File: config.mk
export PLATFORM = sky130hd
export DESIGN_NAME = pipe_ir_chain_flat
export DESIGN_NICKNAME = d
export VERILOG_FILES = /design/src/rtl/pipe_ir_chain_if.sv /design/src/rtl/pipe_ir_chain.sv /design/src/flat_wrapper.sv
export SDC_FILE = /design/constraint.sdc
export NUM_CORES = 1
export LEC_CHECK = 0
export ABC_CLOCK_PERIOD_IN_PS = 2300
export CAP_MARGIN = 20
export CORE_MARGIN = 2
export CORE_UTILIZATION = 44
export CTS_CLUSTER_SIZE = 25
export DETAILED_ROUTE_END_ITERATION = 6
export PLACE_DENSITY_LB_ADDON = 0.25
export SKIP_LAST_GASP = 1
export SLEW_MARGIN = 15
export SYNTH_ARGS = -nofsm -noshare
export SYNTH_HDL_FRONTEND = slang
export SYNTH_SLANG_ARGS = --single-unit
File: constraint.sdc
create_clock -name clk -period 2.3 [get_ports clk]
set_clock_uncertainty 0.2 [all_clocks]
set_input_delay 0.46 -clock clk [delete_from_list [all_inputs] [get_ports clk]]
set_output_delay 0.46 -clock clk [all_outputs]
set_load 0.1 [all_outputs]
File: src/rtl/pipe_ir_chain_if.sv
// Purpose: bundles the F-stage inputs, hazard controls and stage outputs of pipe_ir_chain.
// Latency: none; wires only.
// Backpressure: none; the hazard controls travel on this bundle to the chain.
// Ports: slave = chain side (consumes fetch/hazard inputs, drives stage words,
//        counters and error flag); master = fetch/hazard side, the mirror image.
interface pipe_ir_chain_if #(
  parameter int CNT_W = 32
) ();
  // F stage and hazard-unit controls
  logic [31:0]      instr_f;
  logic [31:0]      pc_f;
  logic             fetch_valid;
  logic             pc_en_d;
  logic             en_d;
  logic             flush_e;
  // Per-stage instruction, PC and valid
  logic [31:0]      ir_d, ir_e, ir_m, ir_w;
  logic [31:0]      pc_d, pc_e, pc_m, pc_w;
  logic             v_d, v_e, v_m, v_w;
  // Performance counters and sticky error flag
  logic [CNT_W-1:0] retire_cnt;
  logic [CNT_W-1:0] stall_cnt;
  logic             protocol_err;

  modport master (
    output instr_f, pc_f, fetch_valid, pc_en_d, en_d, flush_e,
    input  ir_d, ir_e, ir_m, ir_w,
    input  pc_d, pc_e, pc_m, pc_w,
    input  v_d, v_e, v_m, v_w,
    input  retire_cnt, stall_cnt, protocol_err
  );

  modport slave (
    input  instr_f, pc_f, fetch_valid, pc_en_d, en_d, flush_e,
    output ir_d, ir_e, ir_m, ir_w,
    output pc_d, pc_e, pc_m, pc_w,
    output v_d, v_e, v_m, v_w,
    output retire_cnt, stall_cnt, protocol_err
  );
endinterface

File: src/rtl/pipe_ir_chain.sv
// Purpose: IR/PC/valid register chain D->E->M->W for the 5-stage MIPS core, with perf counters.
// Latency: an instruction latched into D reaches W 3 edges later; each stall edge adds one.
// Backpressure: en_d=0 holds D, flush_e=1 puts a bubble in E; M and W always advance.
// Ports: clk, rst_n (async active-low); bus (pipe_ir_chain_if.slave) carries
//        instr_f/pc_f/fetch_valid, pc_en_d/en_d/flush_e in, and ir_*/pc_*/v_*,
//        retire_cnt, stall_cnt, protocol_err out. All outputs are registered.
module pipe_ir_chain #(
  parameter logic [31:0] RESET_PC = 32'h0000_3000,
  parameter int          CNT_W    = 32
) (
  input  logic           clk,
  input  logic           rst_n,
  pipe_ir_chain_if.slave bus
);

  localparam logic [CNT_W-1:0] CNT_ONE = CNT_W'(1);
  localparam logic [CNT_W-1:0] CNT_MAX = '1;

  logic [31:0]      ir_d, ir_e, ir_m, ir_w;
  logic [31:0]      pc_d, pc_e, pc_m, pc_w;
  logic             v_d, v_e, v_m, v_w;
  logic [CNT_W-1:0] retire_cnt, stall_cnt;
  logic             protocol_err;
  logic             ctl_legal;

  // The hazard unit only ever issues "run" (110) or "stall" (001).
  assign ctl_legal = ({bus.pc_en_d, bus.en_d, bus.flush_e} == 3'b110) ||
                     ({bus.pc_en_d, bus.en_d, bus.flush_e} == 3'b001);

  always_ff @(posedge clk or negedge rst_n) begin
    if (!rst_n) begin
      ir_d         <= '0;
      ir_e         <= '0;
      ir_m         <= '0;
      ir_w         <= '0;
      pc_d         <= RESET_PC;
      pc_e         <= RESET_PC;
      pc_m         <= RESET_PC;
      pc_w         <= RESET_PC;
      v_d          <= 1'b0;
      v_e          <= 1'b0;
      v_m          <= 1'b0;
      v_w          <= 1'b0;
      retire_cnt   <= '0;
      stall_cnt    <= '0;
      protocol_err <= 1'b0;
    end else begin
      if (bus.en_d) begin
        ir_d <= bus.instr_f;
        pc_d <= bus.pc_f;
        v_d  <= bus.fetch_valid;
      end

      // A flushed E slot still carries pc_d so the bubble shows which PC stalled.
      if (bus.flush_e) begin
        ir_e <= '0;
        v_e  <= 1'b0;
      end else begin
        ir_e <= ir_d;
        v_e  <= v_d;
      end
      pc_e <= pc_d;

      ir_m <= ir_e;
      pc_m <= pc_e;
      v_m  <= v_e;
      ir_w <= ir_m;
      pc_w <= pc_m;
      v_w  <= v_m;

      if (!bus.en_d && (stall_cnt != CNT_MAX))
        stall_cnt <= stall_cnt + CNT_ONE;

      // Retirement is the instruction leaving W; valid nops are not counted.
      if (v_w && (ir_w != 32'h0) && (retire_cnt != CNT_MAX))
        retire_cnt <= retire_cnt + CNT_ONE;

      if (!ctl_legal)
        protocol_err <= 1'b1;
    end
  end

  assign bus.ir_d         = ir_d;
  assign bus.ir_e         = ir_e;
  assign bus.ir_m         = ir_m;
  assign bus.ir_w         = ir_w;
  assign bus.pc_d         = pc_d;
  assign bus.pc_e         = pc_e;
  assign bus.pc_m         = pc_m;
  assign bus.pc_w         = pc_w;
  assign bus.v_d          = v_d;
  assign bus.v_e          = v_e;
  assign bus.v_m          = v_m;
  assign bus.v_w          = v_w;
  assign bus.retire_cnt   = retire_cnt;
  assign bus.stall_cnt    = stall_cnt;
  assign bus.protocol_err = protocol_err;

endmodule

File: src/flat_wrapper.sv
// flat-port wrapper written by rule: the top's interface ports become plain ports
module pipe_ir_chain_flat 
#(
  parameter logic [31:0] RESET_PC = 32'h0000_3000,
  parameter int          CNT_W    = 32
)
  (clk, rst_n, bus_instr_f, bus_pc_f, bus_fetch_valid, bus_pc_en_d, bus_en_d, bus_flush_e, bus_ir_d, bus_ir_e, bus_ir_m, bus_ir_w, bus_pc_d, bus_pc_e, bus_pc_m, bus_pc_w, bus_v_d, bus_v_e, bus_v_m, bus_v_w, bus_retire_cnt, bus_stall_cnt, bus_protocol_err);
  pipe_ir_chain_if #(.CNT_W(CNT_W)) bus_i ();
  input  logic clk;
  input  logic rst_n;
  input wire logic [$bits(bus_i.instr_f)-1:0] bus_instr_f;
  input wire logic [$bits(bus_i.pc_f)-1:0] bus_pc_f;
  input wire logic [$bits(bus_i.fetch_valid)-1:0] bus_fetch_valid;
  input wire logic [$bits(bus_i.pc_en_d)-1:0] bus_pc_en_d;
  input wire logic [$bits(bus_i.en_d)-1:0] bus_en_d;
  input wire logic [$bits(bus_i.flush_e)-1:0] bus_flush_e;
  output wire logic [$bits(bus_i.ir_d)-1:0] bus_ir_d;
  output wire logic [$bits(bus_i.ir_e)-1:0] bus_ir_e;
  output wire logic [$bits(bus_i.ir_m)-1:0] bus_ir_m;
  output wire logic [$bits(bus_i.ir_w)-1:0] bus_ir_w;
  output wire logic [$bits(bus_i.pc_d)-1:0] bus_pc_d;
  output wire logic [$bits(bus_i.pc_e)-1:0] bus_pc_e;
  output wire logic [$bits(bus_i.pc_m)-1:0] bus_pc_m;
  output wire logic [$bits(bus_i.pc_w)-1:0] bus_pc_w;
  output wire logic [$bits(bus_i.v_d)-1:0] bus_v_d;
  output wire logic [$bits(bus_i.v_e)-1:0] bus_v_e;
  output wire logic [$bits(bus_i.v_m)-1:0] bus_v_m;
  output wire logic [$bits(bus_i.v_w)-1:0] bus_v_w;
  output wire logic [$bits(bus_i.retire_cnt)-1:0] bus_retire_cnt;
  output wire logic [$bits(bus_i.stall_cnt)-1:0] bus_stall_cnt;
  output wire logic [$bits(bus_i.protocol_err)-1:0] bus_protocol_err;
  assign bus_i.instr_f = bus_instr_f;
  assign bus_i.pc_f = bus_pc_f;
  assign bus_i.fetch_valid = bus_fetch_valid;
  assign bus_i.pc_en_d = bus_pc_en_d;
  assign bus_i.en_d = bus_en_d;
  assign bus_i.flush_e = bus_flush_e;
  assign bus_ir_d = bus_i.ir_d;
  assign bus_ir_e = bus_i.ir_e;
  assign bus_ir_m = bus_i.ir_m;
  assign bus_ir_w = bus_i.ir_w;
  assign bus_pc_d = bus_i.pc_d;
  assign bus_pc_e = bus_i.pc_e;
  assign bus_pc_m = bus_i.pc_m;
  assign bus_pc_w = bus_i.pc_w;
  assign bus_v_d = bus_i.v_d;
  assign bus_v_e = bus_i.v_e;
  assign bus_v_m = bus_i.v_m;
  assign bus_v_w = bus_i.v_w;
  assign bus_retire_cnt = bus_i.retire_cnt;
  assign bus_stall_cnt = bus_i.stall_cnt;
  assign bus_protocol_err = bus_i.protocol_err;
  pipe_ir_chain #(.RESET_PC(RESET_PC), .CNT_W(CNT_W)) u_core (.clk(clk), .rst_n(rst_n), .bus(bus_i));
endmodule
; Word level (Yosys, flattened, before mapping)
; Index checks and enable logic that the tools add are counted.
[classes]
add_sub_neg = 2
eq_ne = 4
mux = 2
reduce_logical = 6
[ops]
columns = op, n
row1 = "adder 32 x 1 -> 32 bit, second input constant", 2
row2 = "inequality test 32 bit, second input constant", 2
row3 = 2-to-1 mux 32 bit, 1
row4 = nonzero test 32 bit, 1
row5 = "equality test 3 x 1 -> 1 bit, second input constant", 1
row6 = "equality test 3 bit, second input constant", 1
row7 = logical AND 1 bit, 3
row8 = logical NOT 1 bit, 1
row9 = logical OR 1 bit, 1
row10 = 2-to-1 mux 1 bit, 1
[word_totals]
register_bits = 325
input_bits = 70
out_inout_bits = 325
elab_cells = 29

; Longest topological paths before layout
[depth]
depth_word = 3
ltp_mapped = 8
depth_no_buf = 6

; Least setup slack after synthesis
; OpenSTA, ideal clock, no wires.
[synth_timing]
path_type = reg2reg
startpoint = reg u_core.retire_cnt[0] (netlist: u_core.bus.retire_cnt[0])
endpoint = reg u_core.retire_cnt[27] (netlist: u_core.bus.retire_cnt[27])
setup_ps = 162
arrival_ps = 2482
t_required_ps = 1938
slack_ps = -544
stages_incl_launch_ff = 9
n_path_buf = 2
synth_period_minus_slack_ps = 2844
path_cell_list = dfrtp_1 > ha_1 > nand3_2 > nor4_4 > and4_1 > buf_4 > buf_6 > nor3_1 > xor2_1
[synth_via]
elab_chain_len = 2
elab_cells_between_ends = 3
cone_classes = add/sub (1) / eq/ne (1) / reduce/logical (1)
[synth_lines]
columns = item, line
row1 = from (decl), pipe_ir_chain.sv:22  ; logic [CNT_W-1:0] retire_cnt, stall_cnt;
row2 = from (signal assigned), pipe_ir_chain.sv:76  ; retire_cnt <= retire_cnt + CNT_ONE;
row3 = "parallel branches: the longest is 2 deep, another holds adder 32 x 1 -> 32 bit", n/a
; Several ways; the timed one is not identified.
; A chain may end at the register's enable or synchronous reset.

; Worst setup path after layout
[layout_timing]
startpoint = reg u_core.stall_cnt[0] (netlist: u_core.bus.stall_cnt[0])
endpoint = reg u_core.stall_cnt[25] (netlist: u_core.bus.stall_cnt[25])
[layout_via]
elab_chain_len = 2
elab_cells_between_ends = 3
cone_classes = add/sub (1) / eq/ne (1) / reduce/logical (1)
[layout_lines]
columns = item, line
row1 = from (decl), pipe_ir_chain.sv:22
row2 = from (signal assigned), pipe_ir_chain.sv:72  ; stall_cnt <= stall_cnt + CNT_ONE;
row3 = "parallel branches: the longest is 2 deep, another holds adder 32 x 1 -> 32 bit", n/a
; Several ways; the timed one is not identified.

==> impl_results.md <==
* Most common cell after layout, fill and taps aside: sky130_fd_sc_hd__buf_4
* Sequential area share after synthesis at 0.754
* Type of destination of the critical path: register
* Number of endpoints with negative hold slack in the final report at 0
* List of cells traversed by the critical path: ha_1 > nand2_1 > nor3_1 > buf_4 > a2111o_1 > nor3_1 > xor2_1
* Worst-case vdd ir drop at 1180 uV
* Via/cell ratio at 4.85
* Core Region at 24200 um2
* Placed Area at 14700 um2
* Maximum number of pins on one net before global-route repair at 60
* Die height at 161 um
* CTS Root Cell: sky130_fd_sc_hd__clkbuf_16
* Mean Syn Cell Area at 15.8 um2
* Required time reported for the critical path endpoint at 2.51 ns
* Clock tree buffer depth at 3
* Final-stage net count at 1197
* Largest driver fanout on the critical path at 6
* Final-report max-slew violation count at 0
* 1st-iter DRT viols at 399
* Summed area of non-filler cells in the final layout at 15900 um2
* Layout Area Growth over Synthesis at 47.6%
* LEAKAGE at 7.43 nW
* Post-Place Setup Slack at 0.0920 ns
* Count of warnings emitted by yosys at 0
* Post-layout instance count excluding filler cells at 1476
* Grt ovf at 0
* Type of the setup path with the least slack: reg -> reg
* Most frequent cells in the layout: sky130_fd_sc_hd__buf_4 (339), sky130_fd_sc_hd__dfrtp_1 (231), sky130_fd_sc_hd__dfrtp_2 (74), sky130_fd_sc_hd__clkdlybuf4s50_1 (67), sky130_fd_sc_hd__mux2_2 (66)
* Power density cells at 1130 nW/um2
* Slowest stage delay, CP at 0.47 ns
* Setup-violating endpoint count in the final report at 0
* Result of the run: finished, final reports clean
* Seq cells post-synth at 325
* Seq. cell area at 8280 um2
* Worst path buffer plus inverter count at 1
* Die Outline Area at 25800 um2
* Effective utilization at floorplan at 0.447
* Number of antenna violations at the first check in global routing at 1
* Post-synth cell types at 43
* Kind of start point of the critical path: register
* Clock sink count at 325
* Area used by multi-input combinational logic at 2550 um2
* Final WL at 27300 um
* CP most frequent cell: sky130_fd_sc_hd__nor3_1
* Max_cap viols at 0
* Normalized max-slew margin at 0.553
* Portion of the clock cycle consumed by the worst path in the final layout at 0.935
* Top FF cell, synth: sky130_fd_sc_hd__dfrtp_1
* Num rows at 57
* Port buffer count at 394
* Gate Count Post-Synth at 685
* Unrepaired setup endpoints after global routing: true
* First-pass GRT wire length at 42400 um
* Boundary Pins at 395
* Asr flop ratio synth at 1.00
* Worst slew pin tran at 0.660 ns
* Core Util, Final at 0.659
* Worst-path clk slew at 0.06 ns
* Number of placed cells counting well taps at 1411
* Final weighted congestion in routability-driven placement at 0.824
* Final worst path period need at 2.15 ns
* Post-synthesis instance area at 10800 um2
* Total number of vias at 7161
* HP Class: in -> reg
* Maximum clock rate at 0.465 GHz
* Sum of negative setup slack at 0 ns
* Horizontal die dimension at 161 um
* Number of search-and-repair iterations in the first detailed-routing pass at 5
* Level count of the clock H-tree at 2
* Clock Latency Late Sink at 0.49 ns
* # fillers at 1772
* TritonCTS clock tree: built
* Detailed-placement wirelength estimate at 20100 um
* EDFF count, synth at 0
* Final setup margin at 0.150 ns
* Share of cells above drive strength 1 at 0.513
* Number of nets produced by synthesis at 757
* Post-DR wirelength/cell at 18.5 um
* Cell with the largest stage delay on the worst path: sky130_fd_sc_hd__a2111o_1
* Gr usage total at 0.211
* # DRC at 0
* Count of nets left with antenna violations after detail routing at 0
* Largest delay share family, worst path: compound AO/OA/AOI/OAI gates
* Vias in the first global route at 7491
* Clock buffer count from CTS at 35
* Arrival time at the worst endpoint at 2.36 ns
[cell families after synthesis]
kind of cell	synth area share
flops	0.754
simple gates	0.106
mux	0.0702
xor+xnor	0.0487
buf+inv	0.0105
compound gates	0.00869
fa+ha+maj	0.00232
[repair_timing]
action / 4_1_cts / 5_1_grt
hold buffers: 1 / 0
buffers inserted: 0 / 0
endpoints found under the setup margin: 0 / 7
resized for setup: 0 / 1
endpoints found under the hold margin: 51 / 0
[area by class of cell]
cell class / instances / area share
sequential: 325 / 0.520
timing repair buffer: 421 / 0.220
multi-input combinational: 337 / 0.160
clock buffer: 45 / 0.0637
tap: 324 / 0.0254
clock inverter: 18 / 0.0102
inverter: 5 / 0.00118
antenna: 1 / 0.000157
[metal layers]
| metal | vias to the layer above | share of wire | global-route usage |
|---|---|---|---|
| met3 | 53 | 0.076 | 0.0630 |
| met1 | 3613 | 0.39 | 0.266 |
| met2 | 246 | 0.51 | 0.351 |
| met5 | - | 0 | 0 |
| li1 | 3249 | - | - |
| met4 | 0 | 0.027 | 0.0713 |
[cells in the mapped netlist (2+ instances only)]
cell / count / area share
sky130_fd_sc_hd__nor4_2: 7 / 0.0081
sky130_fd_sc_hd__nor2_1: 18 / 0.0063
sky130_fd_sc_hd__dfstp_2: 8 / 0.019
sky130_fd_sc_hd__xnor2_1: 24 / 0.019
sky130_fd_sc_hd__clkbuf_1: 4 / 0.0014
sky130_fd_sc_hd__inv_1: 5 / 0.0017
sky130_fd_sc_hd__ha_1: 2 / 0.0023
sky130_fd_sc_hd__mux2_2: 66 / 0.069
sky130_fd_sc_hd__nand3_1: 24 / 0.011
sky130_fd_sc_hd__buf_6: 2 / 0.0021
sky130_fd_sc_hd__nand2_1: 31 / 0.011
sky130_fd_sc_hd__buf_2: 4 / 0.0019
sky130_fd_sc_hd__xor2_1: 36 / 0.029
sky130_fd_sc_hd__nand4_1: 19 / 0.011
sky130_fd_sc_hd__dfrtp_1: 317 / 0.73
sky130_fd_sc_hd__nor3_1: 24 / 0.011
sky130_fd_sc_hd__and4_1: 5 / 0.0041
sky130_fd_sc_hd__and3_1: 9 / 0.0052
sky130_fd_sc_hd__buf_1: 6 / 0.0021
sky130_fd_sc_hd__buf_4: 2 / 0.0014
sky130_fd_sc_hd__nor2b_1: 33 / 0.019
sky130_fd_sc_hd__a21boi_1: 2 / 0.0014
sky130_fd_sc_hd__nor4_1: 16 / 0.0093
sky130_fd_sc_hd__o21bai_1: 2 / 0.0014
[path summary, 6_finish.rpt]
check / startpoint / slack, ns / cells past startpoint / to
max: u_core.bus.stall_cnt[0]$_DFFE_PN0P_ / 0.15 / 7 / u_core.bus.stall_cnt[25]$_DFFE_PN0P_
min: bus_en_d / 0.17 / 2 / u_core.bus.ir_d[15]$_DFFE_PN0P_
max reg2reg: u_core.bus.stall_cnt[0]$_DFFE_PN0P_ / 0.15 / 7 / u_core.bus.stall_cnt[25]$_DFFE_PN0P_
min reg2reg: u_core.bus.pc_m[6]$_DFF_PN0_ / 0.17 / 0 / u_core.bus.pc_w[6]$_DFF_PN0_
max in group asynchronous: rst_n / 0.85 / 3 / u_core.bus.pc_d[13]$_DFFE_PN1P_
min in group asynchronous: rst_n / 0.30 / 2 / u_core.bus.pc_m[10]$_DFF_PN0_
[stage by stage]
step                      power (mW)  hold slack [ns]
after global placement          12.5            0.157
after floorplan                 11.0          -0.0356
after global routing            18.6            0.167
final                           18.0            0.166
after CTS                       18.2            0.142
after detailed placement        12.5            0.160
[worst register-to-register path, delay by kind of cell (launching register included)]
kind	cells	cell delay [ns]
AOI/OAI and AO/OA	1	0.48
xor gates and xnor gates	1	0.17
adders and majority gates	1	0.23
buffers and inverters	1	0.15
DFF	1	0.44
and+or+nand+nor	3	0.40
[power breakdown]
group	total [mW]	switching (mW)	internal (mW)	leakage (nW)
combinational	5.68	4.58	1.10	2.96
sequential	6.75	0.445	6.30	3.88
clock	5.56	2.20	3.36	0.584
No activity file was read; power rests on OpenSTA's default activity.
